$ cat config.mk
export PLATFORM = sky130hd
export DESIGN_NAME = ps2_host_tx
export DESIGN_NICKNAME = d
export VERILOG_FILES = /design/src/rtl/ps2_pkg.sv /design/src/rtl/edge_det_fe.sv /design/src/rtl/ps2_tx_timer.sv /design/src/rtl/ps2_host_tx.sv
export SDC_FILE = /design/constraint.sdc
export NUM_CORES = 1
export LEC_CHECK = 0
export ABC_AREA = 1
export CAP_MARGIN = 0
export CORE_MARGIN = 4
export CORE_UTILIZATION = 59
export DETAILED_ROUTE_END_ITERATION = 12
export PLACE_DENSITY = 0.8
export SLEW_MARGIN = 30
export SYNTH_ARGS = -nofsm -noshare
export SYNTH_HDL_FRONTEND = slang
export SYNTH_SLANG_ARGS = --single-unit
$ cat constraint.sdc
create_clock -name clk_i -period 2.1 [get_ports clk_i]
set_clock_uncertainty 0.05 [all_clocks]
set_input_delay 0.42 -clock clk_i [delete_from_list [all_inputs] [get_ports clk_i]]
set_output_delay 0.42 -clock clk_i [all_outputs]
set_load 0.02 [all_outputs]
$ cat src/rtl/ps2_pkg.sv
// Shared definitions for the PS/2 host transmit path: FSM states,
// frame fall indices and the odd-parity helper.
package ps2_pkg;

   typedef enum logic [2:0] {
      ST_IDLE,
      ST_INHIBIT,
      ST_RTS,
      ST_SEND,
      ST_ACK,
      ST_WAIT_IDLE
   } ps2_tx_state_e;

   // Clock-fall index (1-based) at which each frame field is driven
   localparam logic [3:0] LAST_DATA_FALL = 4'd8;
   localparam logic [3:0] PARITY_FALL    = 4'd9;
   localparam logic [3:0] STOP_FALL      = 4'd10;

   function automatic logic oddParity(input logic [7:0] value);
      return ~^value;
   endfunction

endpackage

$ cat src/rtl/edge_det_fe.sv
// Synchronizer for an asynchronous pin with a one-cycle falling-edge pulse.
// Flops reset to 1 because the PS/2 lines idle high.
module edge_det_fe #(
   parameter int STAGES = 2
) (
   input  logic clk_i,
   input  logic rst_i,
   input  logic d_i,
   output logic sync_o,
   output logic fe_o
);

   logic [STAGES-1:0] sync_q;
   logic              prev_q;

   always_ff @(posedge clk_i or posedge rst_i) begin
      if (rst_i) begin
         sync_q <= '1;
         prev_q <= 1'b1;
      end else begin
         sync_q <= {sync_q[STAGES-2:0], d_i};
         prev_q <= sync_q[STAGES-1];
      end
   end

   assign sync_o = sync_q[STAGES-1];
   assign fe_o   = prev_q & ~sync_q[STAGES-1];

endmodule

$ cat src/rtl/ps2_tx_timer.sv
// Loadable down-counter with a zero flag; stops at zero rather than wrapping.
module ps2_tx_timer #(
   parameter int W = 8
) (
   input  logic         clk_i,
   input  logic         rst_i,
   input  logic         load_i,
   input  logic [W-1:0] loadVal_i,
   input  logic         dec_i,
   output logic         zero_o
);

   logic [W-1:0] cnt_q, cnt_d;

   always_comb begin
      cnt_d = cnt_q;
      if (load_i) begin
         cnt_d = loadVal_i;
      end else if (dec_i && (cnt_q != '0)) begin
         cnt_d = cnt_q - 1'b1;
      end
   end

   always_ff @(posedge clk_i or posedge rst_i) begin
      if (rst_i) begin
         cnt_q <= '0;
      end else begin
         cnt_q <= cnt_d;
      end
   end

   assign zero_o = (cnt_q == '0);

endmodule

$ cat src/rtl/ps2_host_tx.sv
// PS/2 host-to-device transmitter: inhibit, request-to-send, 8 data bits,
// odd parity, stop and device ACK on the open-drain clock/data lines.
module ps2_host_tx #(
   parameter int INHIBIT_CYC = 5000,
   parameter int TIMEOUT_CYC = 750000
) (
   input  logic       clk_i,
   input  logic       rst_i,
   input  logic       en_i,
   input  logic       tx_valid_i,
   input  logic [7:0] tx_data_i,
   output logic       tx_ready_o,
   output logic       busy_o,
   output logic       done_o,
   output logic       nack_o,
   output logic       tmo_o,
   input  logic       ps2_clk_i,
   input  logic       ps2_dat_i,
   output logic       ps2_clk_oe_o,
   output logic       ps2_dat_oe_o
);
   import ps2_pkg::*;

   localparam int MAX_CYC = (INHIBIT_CYC > TIMEOUT_CYC) ? INHIBIT_CYC : TIMEOUT_CYC;
   localparam int TW      = $clog2(MAX_CYC);

   ps2_tx_state_e state_q;
   logic [7:0]    shift_q;
   logic          parity_q;
   logic [3:0]    bitCnt_q, bitCnt_d;
   logic          clkOe_q, datOe_q, done_q, nack_q, tmo_q;
   logic [1:0]    datSync_q;
   logic          clkSync, clkFe, datSync;
   logic          accept;
   logic          timerLoad, timerDec, timerZero;
   logic [TW-1:0] timerLoadVal;

   edge_det_fe #(.STAGES(2)) u_clkSync (
      .clk_i  (clk_i),
      .rst_i  (rst_i),
      .d_i    (ps2_clk_i),
      .sync_o (clkSync),
      .fe_o   (clkFe)
   );

   always_ff @(posedge clk_i or posedge rst_i) begin
      if (rst_i) begin
         datSync_q <= 2'b11;
      end else begin
         datSync_q <= {datSync_q[0], ps2_dat_i};
      end
   end
   assign datSync = datSync_q[1];

   assign accept   = (state_q == ST_IDLE) && en_i && tx_valid_i;
   assign bitCnt_d = (bitCnt_q == STOP_FALL) ? bitCnt_q : bitCnt_q + 4'd1;

   // One timer serves both the inhibit hold and the frame timeout
   always_comb begin
      timerLoad    = 1'b0;
      timerDec     = 1'b0;
      timerLoadVal = '0;
      case (state_q)
         ST_IDLE: begin
            timerLoad    = accept;
            timerLoadVal = TW'(INHIBIT_CYC - 1);
         end
         ST_RTS: begin
            timerLoad    = 1'b1;
            timerLoadVal = TW'(TIMEOUT_CYC - 1);
         end
         ST_INHIBIT, ST_SEND, ST_ACK: timerDec = 1'b1;
         default: ;
      endcase
   end

   ps2_tx_timer #(.W(TW)) u_timer (
      .clk_i     (clk_i),
      .rst_i     (rst_i),
      .load_i    (timerLoad),
      .loadVal_i (timerLoadVal),
      .dec_i     (timerDec),
      .zero_o    (timerZero)
   );

   always_ff @(posedge clk_i or posedge rst_i) begin
      if (rst_i) begin
         state_q  <= ST_IDLE;
         shift_q  <= '0;
         parity_q <= 1'b0;
         bitCnt_q <= '0;
         clkOe_q  <= 1'b0;
         datOe_q  <= 1'b0;
         done_q   <= 1'b0;
         nack_q   <= 1'b0;
         tmo_q    <= 1'b0;
      end else begin
         done_q <= 1'b0;
         nack_q <= 1'b0;
         tmo_q  <= 1'b0;
         if (!en_i && (state_q != ST_IDLE)) begin
            state_q <= ST_IDLE;
            clkOe_q <= 1'b0;
            datOe_q <= 1'b0;
         end else begin
            case (state_q)
               ST_IDLE: begin
                  if (accept) begin
                     shift_q  <= tx_data_i;
                     parity_q <= oddParity(tx_data_i);
                     clkOe_q  <= 1'b1;
                     datOe_q  <= 1'b0;
                     state_q  <= ST_INHIBIT;
                  end
               end
               ST_INHIBIT: begin
                  if (timerZero) begin
                     datOe_q <= 1'b1;
                     state_q <= ST_RTS;
                  end
               end
               ST_RTS: begin
                  clkOe_q  <= 1'b0;
                  bitCnt_q <= '0;
                  state_q  <= ST_SEND;
               end
               ST_SEND: begin
                  if (timerZero) begin
                     clkOe_q <= 1'b0;
                     datOe_q <= 1'b0;
                     tmo_q   <= 1'b1;
                     state_q <= ST_IDLE;
                  end else if (clkFe) begin
                     bitCnt_q <= bitCnt_d;
                     if (bitCnt_d <= LAST_DATA_FALL) begin
                        datOe_q <= ~shift_q[0];
                        shift_q <= {1'b0, shift_q[7:1]};
                     end else if (bitCnt_d == PARITY_FALL) begin
                        datOe_q <= ~parity_q;
                     end else begin
                        datOe_q <= 1'b0;
                        state_q <= ST_ACK;
                     end
                  end
               end
               // The ACK sample takes priority over a timeout in the same cycle
               ST_ACK: begin
                  if (clkFe) begin
                     if (datSync) begin
                        nack_q  <= 1'b1;
                        state_q <= ST_IDLE;
                     end else begin
                        state_q <= ST_WAIT_IDLE;
                     end
                  end else if (timerZero) begin
                     clkOe_q <= 1'b0;
                     datOe_q <= 1'b0;
                     tmo_q   <= 1'b1;
                     state_q <= ST_IDLE;
                  end
               end
               ST_WAIT_IDLE: begin
                  if (clkSync && datSync) begin
                     done_q  <= 1'b1;
                     state_q <= ST_IDLE;
                  end
               end
               default: state_q <= ST_IDLE;
            endcase
         end
      end
   end

   assign tx_ready_o   = en_i && (state_q == ST_IDLE);
   assign busy_o       = (state_q != ST_IDLE);
   assign done_o       = done_q;
   assign nack_o       = nack_q;
   assign tmo_o        = tmo_q;
   assign ps2_clk_oe_o = clkOe_q;
   assign ps2_dat_oe_o = datOe_q;

endmodule

; ---- Yosys cells after proc, flatten, opt, wreduce, memory -nomap -nowiden
; Cells that the tools add are included.
[totals]
output_inout_bits = 7
reg_bits = 46
elab_cells = 116
input_bits = 14
[classes]
n_eq_ne = 20
muxes = 52
n_bitwise = 5
magnitude_cmp = 1
n_reduce_logical = 23
add_sub_neg = 2
[op_table]
columns = cell, n
row1 = 2-to-1 mux 20 bit, 2
row2 = case mux 20 bit (2 select lines), 1
row3 = 2-to-1 mux 3 bit, 11
row4 = 2-to-1 mux 8 bit, 4
row5 = 2-to-1 mux 1 bit, 24
row6 = zero test 20 bit, 1
row7 = nonzero test 20 bit, 1
row8 = subtractor 20 x 1 -> 20 bit (second input constant), 1
row9 = case mux 3 bit (6 select lines), 1
row10 = != test 4 bit (second input constant), 4
row11 = case mux 8 bit (2 select lines), 1
row12 = 2-to-1 mux 4 bit, 3
row13 = != test 3 bit (second input constant), 4
row14 = AND reduction 6 bit, 2
row15 = nonzero test 5 bit, 2
row16 = == test 4 bit (second input constant), 2
row17 = != test 2 bit (second input constant), 4
row18 = case mux 1 bit (4 select lines), 2
row19 = case mux 4 bit (2 select lines), 1
row20 = XNOR reduction 8 bit, 1
row21 = AND reduction 7 bit, 1
row22 = == test 3 x 2 -> 1 bit (second input constant), 2
row23 = == test 3 bit (second input constant), 2
row24 = AND reduction 3 bit, 2
row25 = 14 further kinds, 24

; ---- Logic depth before layout (Yosys ltp)
; Gate-level depths: netlist of run 1.
[logic_depth]
ltp_word = 9
ltp_mapped = 13
depth_no_buf = 13

; ---- Hierarchy
; From an unflattened synthesis of run 1, not the netlist that was laid out.
[unflattened]
cells_unflattened = 454
hier_area_um2 = 3234.4
[by_module_without_submodules]
columns = mod, seq_area_each_um2, cells_per_inst, instances, area_each_um2
row1 = ps2_host_tx, 578.1, 199, 1, 1574.0
row2 = ps2_tx_timer, 500.5, 249, 1, 1567.8
row3 = edge_det_fe, 78.8, 6, 1, 92.6

; ---- Worst setup path after synthesis of run 1
; Ideal clock, no wire load.
[synth_timing]
kind = reg2reg
from = register bitCnt_q[0]
to = register state_q[0]
path_slack_ps = 401
path_buffers = 0
arrival_ps = 1532
stages_incl_launch_ff = 11
required_time_ps = 1933
setup_ps = 117
synth_period_minus_slack_ps = 1699
cell_sequence = dfrtp_1 > ha_1 > or2_2 > nand3_1 > nand2_1 > nor2_1 > nor2_2 > nor2_2 > nand2_1 > nand2_1 > nand2_1
[synth_between]
elab_chain_cells = 5
word_cells_on_any_way = 8
classes_between = add/sub: 1 / order compare: 1 / eq/ne: 4 / mux: 1 / reduce/logical: 1
[synth_rtl]
columns = element, line_no
row1 = start: declaration, ps2_host_tx.sv:30  ; logic [3:0] bitCnt_q, bitCnt_d;
row2 = start signal: assignment, ps2_host_tx.sv:134  ; bitCnt_q <= bitCnt_d;
row3 = adder 4 x 1 -> 4 bit / == test 4 bit (equally long branches), ps2_host_tx.sv:56  ; assign bitCnt_d = (bitCnt_q == STOP_FALL) ? bitCnt_q : bitCnt_q + 4'd1;
row4 = 2-to-1 mux 4 bit *, ps2_host_tx.sv:56
row5 = less-or-equal comparator 4 bit / == test 4 bit (equally long branches), "ps2_host_tx.sv:135, ps2_host_tx.sv:138"
row6 = != test 4 bit (no source line), -
row7 = AND reduction 7 bit (no source line) *, -
row8 = end signal: assignment, ps2_host_tx.sv:132  ; state_q <= ST_IDLE;
row9 = end signal: assignment, ps2_host_tx.sv:142  ; state_q <= ST_ACK;
row10 = end signal: assignment, ps2_host_tx.sv:151  ; state_q <= ST_IDLE;
row11 = end: declaration, ps2_host_tx.sv:27  ; ps2_tx_state_e state_q;
; Every way passes the cells marked *; elsewhere a longest branch is shown, timed or not.
; A chain may end at the register's enable or synchronous reset.

; ---- Worst setup path in the final report of run 1
[layout_timing]
from = register state_q[0]
to = output tx_ready_o
[layout_between]
elab_chain_cells = 2
[layout_rtl]
columns = element, line_no
row1 = start signal: assignment, ps2_host_tx.sv:88  ; state_q <= ST_IDLE;
row2 = start signal: assignment, ps2_host_tx.sv:102  ; state_q <= ST_IDLE;
row3 = start signal: assignment, ps2_host_tx.sv:113  ; state_q <= ST_INHIBIT;
row4 = zero test 3 bit, ps2_host_tx.sv:174  ; assign tx_ready_o = en_i && (state_q == ST_IDLE);
row5 = logical AND 1 bit, ps2_host_tx.sv:174
row6 = end: declaration, ps2_host_tx.sv:12  ; output logic tx_ready_o,
; No other way between the ends.

==> results.md, run 1 <==
- In the final layout, the share of cells above drive strength 1 is 0.165.
- The top cell family by delay on the critical path is flip-flops.
- The violation count after the first detailed-route iteration is 253.
- The synthesized cell area is 2860 sq um.
- The total area inside the core boundary comes to 4690 sq um.
- The highest-delay cell along the critical path is sky130_fd_sc_hd__dfrtp_1.
- The post-synthesis cell count is 371.
- The insertion delay of the later-clocked pin in the worst-skew pair is 0.31 ns.
- The initial antenna violation count was 0.
- The average cell area after synthesis is 7.70 sq um.
- Of the total synthesized cell area, the portion taken by AND, OR, NAND and NOR gates is 0.316.
- The parity-gate share of the synthesized area counting xor and xnor cells is 0.0460.
- The most critical setup path has its startpoint at state_q[0].
- Across the run, the number of max-cap violations was 0.
- The run finished with clean final reports.
- Once layout is complete, the utilization of the core stands at 0.706.
- The transition time at the pin with the least slew margin is 0.415 ns.
- The total inserted antenna cells is 0.
- The number of warnings printed during yosys synthesis is 0.
- The height of the die is 77.6 um.
- The buffer cell driving the clock tree root is sky130_fd_sc_hd__clkbuf_8.
- The launch instance of the worst min-delay path is datSync_q[0].
- The main combinational cell family by area after synthesis is simple AND/OR/NAND/NOR gates.
- Timing would allow up to 502 MHz.
- The final estimated routing congestion in global placement is 0.914.
- The total CTS buffers is 5.
- The number of top-level pins is 21.
- After detailed routing, the total wire length is 6340 um.
- The critical path launch point type is a flop.
- In this run the tightest slew margin relative to its limit is 0.720.
- The clock-pin slew on the worst setup and hold paths is 0.09 ns.
- For this run, the post-layout net count is 424.
- Across every metal layer, demand over resource in global routing totals 0.229.
- The total overflow left after global routing is 0.
- The number of remaining DRC errors is 0.
- Setup violations remaining at the end of the flow were counted as 0.
- The count of final max-slew check failures came to 0.
- The synthesis-to-finish area growth is 16.0%.
- The largest net degree at the start of global routing is 47.
- The via count of the first global-routing pass is 2410.
- The mean routed wirelength per cell is 13.8 um.
- The first-pass GRT wire length is 11000 um.
- The number of nets produced by synthesis is 391.
- Across all hold checks on the routed design, the worst slack comes to 0.307 ns.
- The floorplan step defined a die boundary enclosing 6020 sq um.
- The class of the worst hold path is flop to flop.
- The hold violation total from the final report was 0.
- The detailed-route via count is 2532.
- Of the available clock period, the critical path in the final layout requires 0.949.
- Of the total synthesized cell area, the portion taken by full adders, half adders and majority gates is 0.0263.
- The smallest clock period supported by the final layout is computed as 1.99 ns.
- For this configuration, the core starts out at a cell density of 0.609.
- The clock passes through at most 2 buffers.
- The portion of synthesized area spent on multiplexers is 0.0245.
- Measured along the x axis, the die boundary spans 77.6 um.
- The number of buffer cells added on primary ports is 20.
- For this design the ratio of total power to cell area is 1240 nW/um^2.
- The leakage power total is 1.57 nW.
- In this design, the stage delay of the slowest critical-path cell is 0.45 ns.
- In this run the number of H-tree levels came out at 2.
- The standard-cell row count is 25.
- The startpoint identified for the worst register-to-register timing path is u_timer.cnt_q[1].
- The signal on the critical path passes through nor2_2 -> nand2_2 -> nor2_4 -> dlygate4sd2_1.
- The portion of the post-synthesis area used by sequential elements is 0.405.
- The clock sink count is 46.
- Together, buffers and inverters on the worst path number 1.
- The number of antenna-violating nets in the routed design is 0.
- The worst setup path is captured at a primary output.
- Dividing the detail-routed via count by the number of cells gives 5.52.
- The synthesized-area fraction occupied by ao, oa, aoi and oai cells is 0.107.
- STA puts the critical path data required time at 1.63 ns.
- Data on the critical path arrives at its endpoint at 1.52 ns.
- After legalization and detailed placement, the total HPWL measured 4670 um.
- Counting distinct cell types in the post-synthesis netlist gives 32.
- The first-pass iteration count of the detailed router is 5.
- Synthesis inferred 46 register bits.
- The number of hold-repair buffers added at the cts stage is 0.
- Along the worst path, the maximum fanout reaches 4.
- The CTS tree is built.
- The peak ir drop on the vdd network is 662 uV.
- The kind of critical path is flop to primary output.
-- flip-flops by register name, indices dropped and copies added, names as in the netlist --
signal and flops:
nack_o 1, done_o 1, tmo_o 1, u_timer.cnt_q 20
bitCnt_q 4, datSync_q 2, state_q 3, ps2_dat_oe_o 1
parity_q 1, u_clkSync.sync_q 2, u_clkSync.prev_q 1, shift_q 8
ps2_clk_oe_o 1
-- logic make-up after synthesis --
group,after synthesis
AND/OR/NAND/NOR,193
AO/OA/AOI/OAI,56
buffers and inverters,48
flip-flops,46
XOR/XNOR,15
multiplexers,7
adder cells (fa/ha/maj),6
-- where the power goes --
part,internal (W),switching [W]
clock network,0.000388,0.000301
registers,0.00115,0.000225
logic,0.000726,0.00130
total,0.00226,0.00183
-- worst paths after layout --
kind / end / slack (ns) / depth (start not counted)
min reg2reg: datSync_q[1] / 0.31 / 0
min: datSync_q[1] / 0.31 / 0
max reg2reg: u_timer.cnt_q[18] / 0.22 / 12
max in group asynchronous: datSync_q[1] / 1.32 / 3
max: tx_ready_o / 0.11 / 4
min in group asynchronous: u_timer.cnt_q[4] / 0.41 / 3
-- worst reg2reg max path, stage by stage, from the launching register on --
cell	delay, ns
sky130_fd_sc_hd__dfrtp_1	0.40
sky130_fd_sc_hd__inv_1	0.08
sky130_fd_sc_hd__ha_1	0.14
sky130_fd_sc_hd__inv_1	0.04
sky130_fd_sc_hd__nor2_1	0.11
sky130_fd_sc_hd__nand2_1	0.07
sky130_fd_sc_hd__nor2_2	0.10
sky130_fd_sc_hd__nand3_2	0.19
sky130_fd_sc_hd__nand2_4	0.16
sky130_fd_sc_hd__nand2_4	0.07
sky130_fd_sc_hd__buf_4	0.18
sky130_fd_sc_hd__nand3_1	0.08
sky130_fd_sc_hd__o21ai_0	0.09
-- metrics by stage --
| step | setup WS, ns | cells | TNS [ns] | cell area (sq um) | power (W) |
|---|---|---|---|---|---|
| global placement | -0.0851 | 449 | -0.0851 | 3150 | 0.00326 |
| floorplan | 0.401 | 371 | 0 | 2860 | 0.00283 |
| detailed placement | -0.0905 | 449 | -0.0905 | 3150 | 0.00334 |
| global route | -0.00594 | 459 | -0.00594 | 3310 | 0.00443 |
| CTS | 0.0232 | 457 | 0 | 3270 | 0.00403 |
| finish | 0.108 | 459 | 0 | 3310 | 0.00409 |
-- timing repair --
action | in CTS | in global routing
resized for setup | 1 | 7
buffers inserted | 0 | 2
pin swaps | 0 | 1
endpoints found under the setup margin | 1 | 15
-- per-layer routing --
| layer | global-route usage | routed length [um] | up-vias |
|---|---|---|---|
| li1 | - | - | 1255 |
| met2 | 0.370 | 2940 | 110 |
| met5 | 0 | 0 | - |
| met4 | 0.0854 | 138 | 0 |
| met3 | 0.0487 | 446 | 15 |
| met1 | 0.303 | 2820 | 1152 |
-- Yosys cell counts, drive strengths merged --
master / instances / area (sq um)
nand3: 22 / 120
xnor2: 7 / 61.3
o211ai: 1 / 7.51
xor2: 8 / 70.1
nand2: 95 / 398
or2: 3 / 18.8
dfstp: 5 / 131
o21bai: 2 / 15.0
inv: 43 / 164
dfrtp: 41 / 1030
nor2: 60 / 288
o21ai: 33 / 176
a21oi: 16 / 80.1
nand4: 5 / 31.3
a31oi: 3 / 18.8
mux2i: 7 / 70.1
nand3b: 3 / 22.5
nor3: 5 / 25.0
ha: 6 / 75.1
a22oi: 1 / 7.51
buf: 5 / 48.8
-- area by class of cell --
class                   instances  area [sq um]
clock buffers                   7          86.3
well taps                      54          67.6
inverters                      43           164
multi-input cells             277          1510
repair buffers                 31           297
flip-flops and latches         46          1160
fillers                       379          1380
clock inverters                 1          30.0
-- placed cells by master (no fill, tap or decap), types with 2 or more instances in the layout --
master / synthesis / final
sky130_fd_sc_hd__dfrtp_1: 41 / 41
sky130_fd_sc_hd__clkbuf_8: 0 / 6
sky130_fd_sc_hd__xnor2_1: 7 / 7
sky130_fd_sc_hd__nand3_1: 20 / 19
sky130_fd_sc_hd__nor3_1: 5 / 5
sky130_fd_sc_hd__buf_4: 2 / 10
sky130_fd_sc_hd__a31oi_1: 3 / 3
sky130_fd_sc_hd__nand3b_1: 3 / 3
sky130_fd_sc_hd__o21ai_0: 21 / 21
sky130_fd_sc_hd__o21bai_1: 2 / 2
sky130_fd_sc_hd__nand2_2: 4 / 3
sky130_fd_sc_hd__inv_2: 9 / 11
sky130_fd_sc_hd__nand4_1: 5 / 5
sky130_fd_sc_hd__dfstp_2: 5 / 5
sky130_fd_sc_hd__xor2_1: 8 / 8
sky130_fd_sc_hd__a21oi_1: 16 / 16
sky130_fd_sc_hd__nand2_1: 88 / 88
sky130_fd_sc_hd__nand2_4: 2 / 3
sky130_fd_sc_hd__o21ai_2: 3 / 3
sky130_fd_sc_hd__nand3_2: 2 / 2
sky130_fd_sc_hd__nor2_1: 45 / 44
sky130_fd_sc_hd__nor2_2: 10 / 10
sky130_fd_sc_hd__nor2_4: 5 / 6
sky130_fd_sc_hd__ha_1: 6 / 6
sky130_fd_sc_hd__inv_1: 33 / 31
sky130_fd_sc_hd__mux2i_1: 7 / 7
sky130_fd_sc_hd__or2_2: 3 / 3
sky130_fd_sc_hd__o21ai_1: 9 / 9
sky130_fd_sc_hd__clkdlybuf4s50_1: 0 / 18
(Power assumes the default switching activity.)
==> run 2: changes to the inputs <==
- clock period: 2.1 -> 2.25 ns (I/O delays scaled with it)
==> results.md, run 2 (synthesis results as in run 1) <==
- Clock-pin slew was measured on the worst setup and hold paths at 0.08 ns.
- The number of clock buffers added by TritonCTS is 5.
- Port buffering added 20 buffers.
- The largest registers in the layout are u_timer.cnt_q: 20 flops, shift_q: 8 flops, bitCnt_q: 4 flops.
- At the end of routability-driven placement, the weighted congestion stood at 0.946.
- The number of antenna-violating nets in the routed design is 0.
- The detailed router finished its first iteration with 148 violations.
- After clock tree synthesis, the setup repair step added 0 buffers.
- After detailed routing, the number of vias per cell comes to 5.48.
- The net count of the finished layout is 424.
- At the pin with the least slew margin, the transition time is 0.472 ns.
- The peak ir drop on the vdd network is 547 uV.
- The fraction of final layout cells with drive strength greater than 1 is 0.156.
- The maximum fanout along the worst path is 7.
- The clock passes through at most 2 buffers.
- In the layout the commonest cells are 88 x sky130_fd_sc_hd__nand2_1, 45 x sky130_fd_sc_hd__nor2_1, 41 x sky130_fd_sc_hd__dfrtp_1, 32 x sky130_fd_sc_hd__inv_1, 21 x sky130_fd_sc_hd__o21ai_0.
- The H-tree generated during clock tree synthesis spans 2 levels.
- The floorplan step defined a die boundary enclosing 6020 sq um.
- For this design the static power due to leakage is 1.55 nW.
- For this configuration, the core starts out at a cell density of 0.609.
- The worst hold path begins at u_clkSync.sync_q[0].
- Entering global routing, the biggest net connects 25 pins.
- Setup repair after global routing left no endpoint under its margin.
- Compared with the post-synthesis result, the final layout area differs by 14.2%.
- In the global route stage, overall resource usage came out at 0.216.
- The power density normalized to cell area is 1130 nW/um^2.
- The capture endpoint of the worst hold path is u_clkSync.sync_q[1].
- The setup slack of the most critical reg-to-reg path is 0.30 ns.
- Subtracting the final worst setup slack from the clock period gives 2.03 ns.
- The via count of the first global-routing pass is 2320.
- The count of maximum capacitance violations is 0.
- In this run the critical register-to-register path is captured at u_timer.cnt_q[7].
- After detailed routing, the number of remaining DRC violations is 0.
- The hold violation total from the final report came to 0.
- The tightest min-delay check is of the flop to flop type.
- The count of final max-slew check failures is 0.
- For this block, the routed nets add up to 5970 um of wire.
- The insertion delay of the later-clocked pin in the worst-skew pair is 0.30 ns.
- The worst reg-to-reg path cell count is 13.
- The CTS tree is built.
- STA classifies the critical path endpoint as a primary output.
- The data required time of the critical path is 1.75 ns.
- The total inserted antenna cells is 0.
- The first global-routing pass estimated 10400 um of wire.
- 21 I/O pins were placed.
- The floorplan has 25 rows.
- The library cell used most frequently in the layout, excluding fill and tap cells, is sky130_fd_sc_hd__nand2_1.
- Setup total negative slack on the finished layout was measured at 0 ns.
- The number of standard cells in the final layout excluding fillers is 459.
- The wire-length estimate of the detail-placed layout is 4560 um.
- The flow ran to the end, and the final reports show no timing, DRC or antenna violations.
- The remaining global-route overflow is 0.
- The arrival time at the worst endpoint is 1.53 ns.
- The count of final setup violators is 0.
- The detailed-route via count is 2514.
- The highest clock frequency the design can meet is 492 MHz.
- The register with the most flip-flops in the final layout is u_timer.cnt_q.
- After detailed placement, the design holds a cell count of 451.
- The clock sink count is 46.
- The worst hold path cell count is 0.
- The height of the die is 77.6 um.
- The startpoint identified for the worst register-to-register timing path is u_timer.cnt_q[0].
- The core box area is 4690 sq um.
- The critical path launch point type is a flop.
- The horizontal die dimension is 77.6 um.
- The relative slew slack is 0.685.
- By startpoint and endpoint, the worst setup path is classified as flop to primary output.
- The initial antenna violation count came to 0.
- In the finished design, the share of the clock period the worst path needs comes to 0.903.
- The register with the most flip-flops in the layout has 20 of them.
- The cell sitting at the root of the clock tree is a sky130_fd_sc_hd__clkbuf_8.
- The first-pass iteration count of the detailed router is 5.
- The mean routed wirelength per cell is 13.0 um.
[run 2: how the worst max path moves through the flow]
| stage | from | to | depth (start not counted) |
|---|---|---|---|
| 5_1_grt | u_timer.cnt_q[0] | u_timer.cnt_q[3] | 12 |
| 4_1_cts | state_q[1] | busy_o | 3 |
| 2_1_floorplan | bitCnt_q[0] | state_q[0] | 10 |
| 3_3_place_gp | en_i | tx_ready_o | 4 |
| 3_5_place_dp | en_i | tx_ready_o | 4 |
| 6_report | state_q[1] | busy_o | 3 |
[run 2: layer usage]
| layer | up-vias | share of wire | track usage |
|---|---|---|---|
| li1 | 1255 | - | - |
| met1 | 1176 | 0.45 | 0.284 |
| met2 | 75 | 0.48 | 0.358 |
| met3 | 8 | 0.051 | 0.0429 |
| met4 | 0 | 0.016 | 0.0676 |
| met5 | - | 0 | 0 |
[run 2: timing repair]
| action | 4_1_cts | 5_1_grt |
|---|---|---|
| hold buffers | 0 | 0 |
| resized for setup | 1 | 0 |
| setup endpoints to repair | 1 | 0 |
[run 2: metrics by stage]
stage	hold slack, ns	utilization	total power [W]	setup slack (ns)	instance area (sq um)
final	0.310	0.695	0.00370	0.219	3260
after global routing	0.312	0.695	0.00402	0.0988	3260
after CTS	0.311	0.695	0.00371	0.201	3260
after detailed placement	0.299	0.673	0.00310	0.00343	3160
after global placement	0.297	0.673	0.00306	0.00411	3160
after floorplan	0.295	-	0.00265	0.551	2860
[run 2: layout make-up]
type                       count  area, sq um
timing repair buffer          31          282
fill                         391         1430
tap                           54         67.6
sequential                    46         1160
clock inverter                 1         30.0
clock buffer                   7         76.3
multi-input combinational    277         1490
inverter                      43          164
[run 2: critical path, cell delays in order, from the launching register on]
cell                              delay [ns]
sky130_fd_sc_hd__dfrtp_1                0.39
sky130_fd_sc_hd__inv_2                  0.15
sky130_fd_sc_hd__nand2_2                0.13
sky130_fd_sc_hd__clkdlybuf4s50_1        0.56
[run 2: power breakdown]
| group | leakage, nW | switching [W] | internal [W] |
|---|---|---|---|
| Sequential | 0.565 | 0.000194 | 0.00107 |
| Combinational | 0.928 | 0.00117 | 0.000661 |
| Clock | 0.0524 | 0.000271 | 0.000333 |
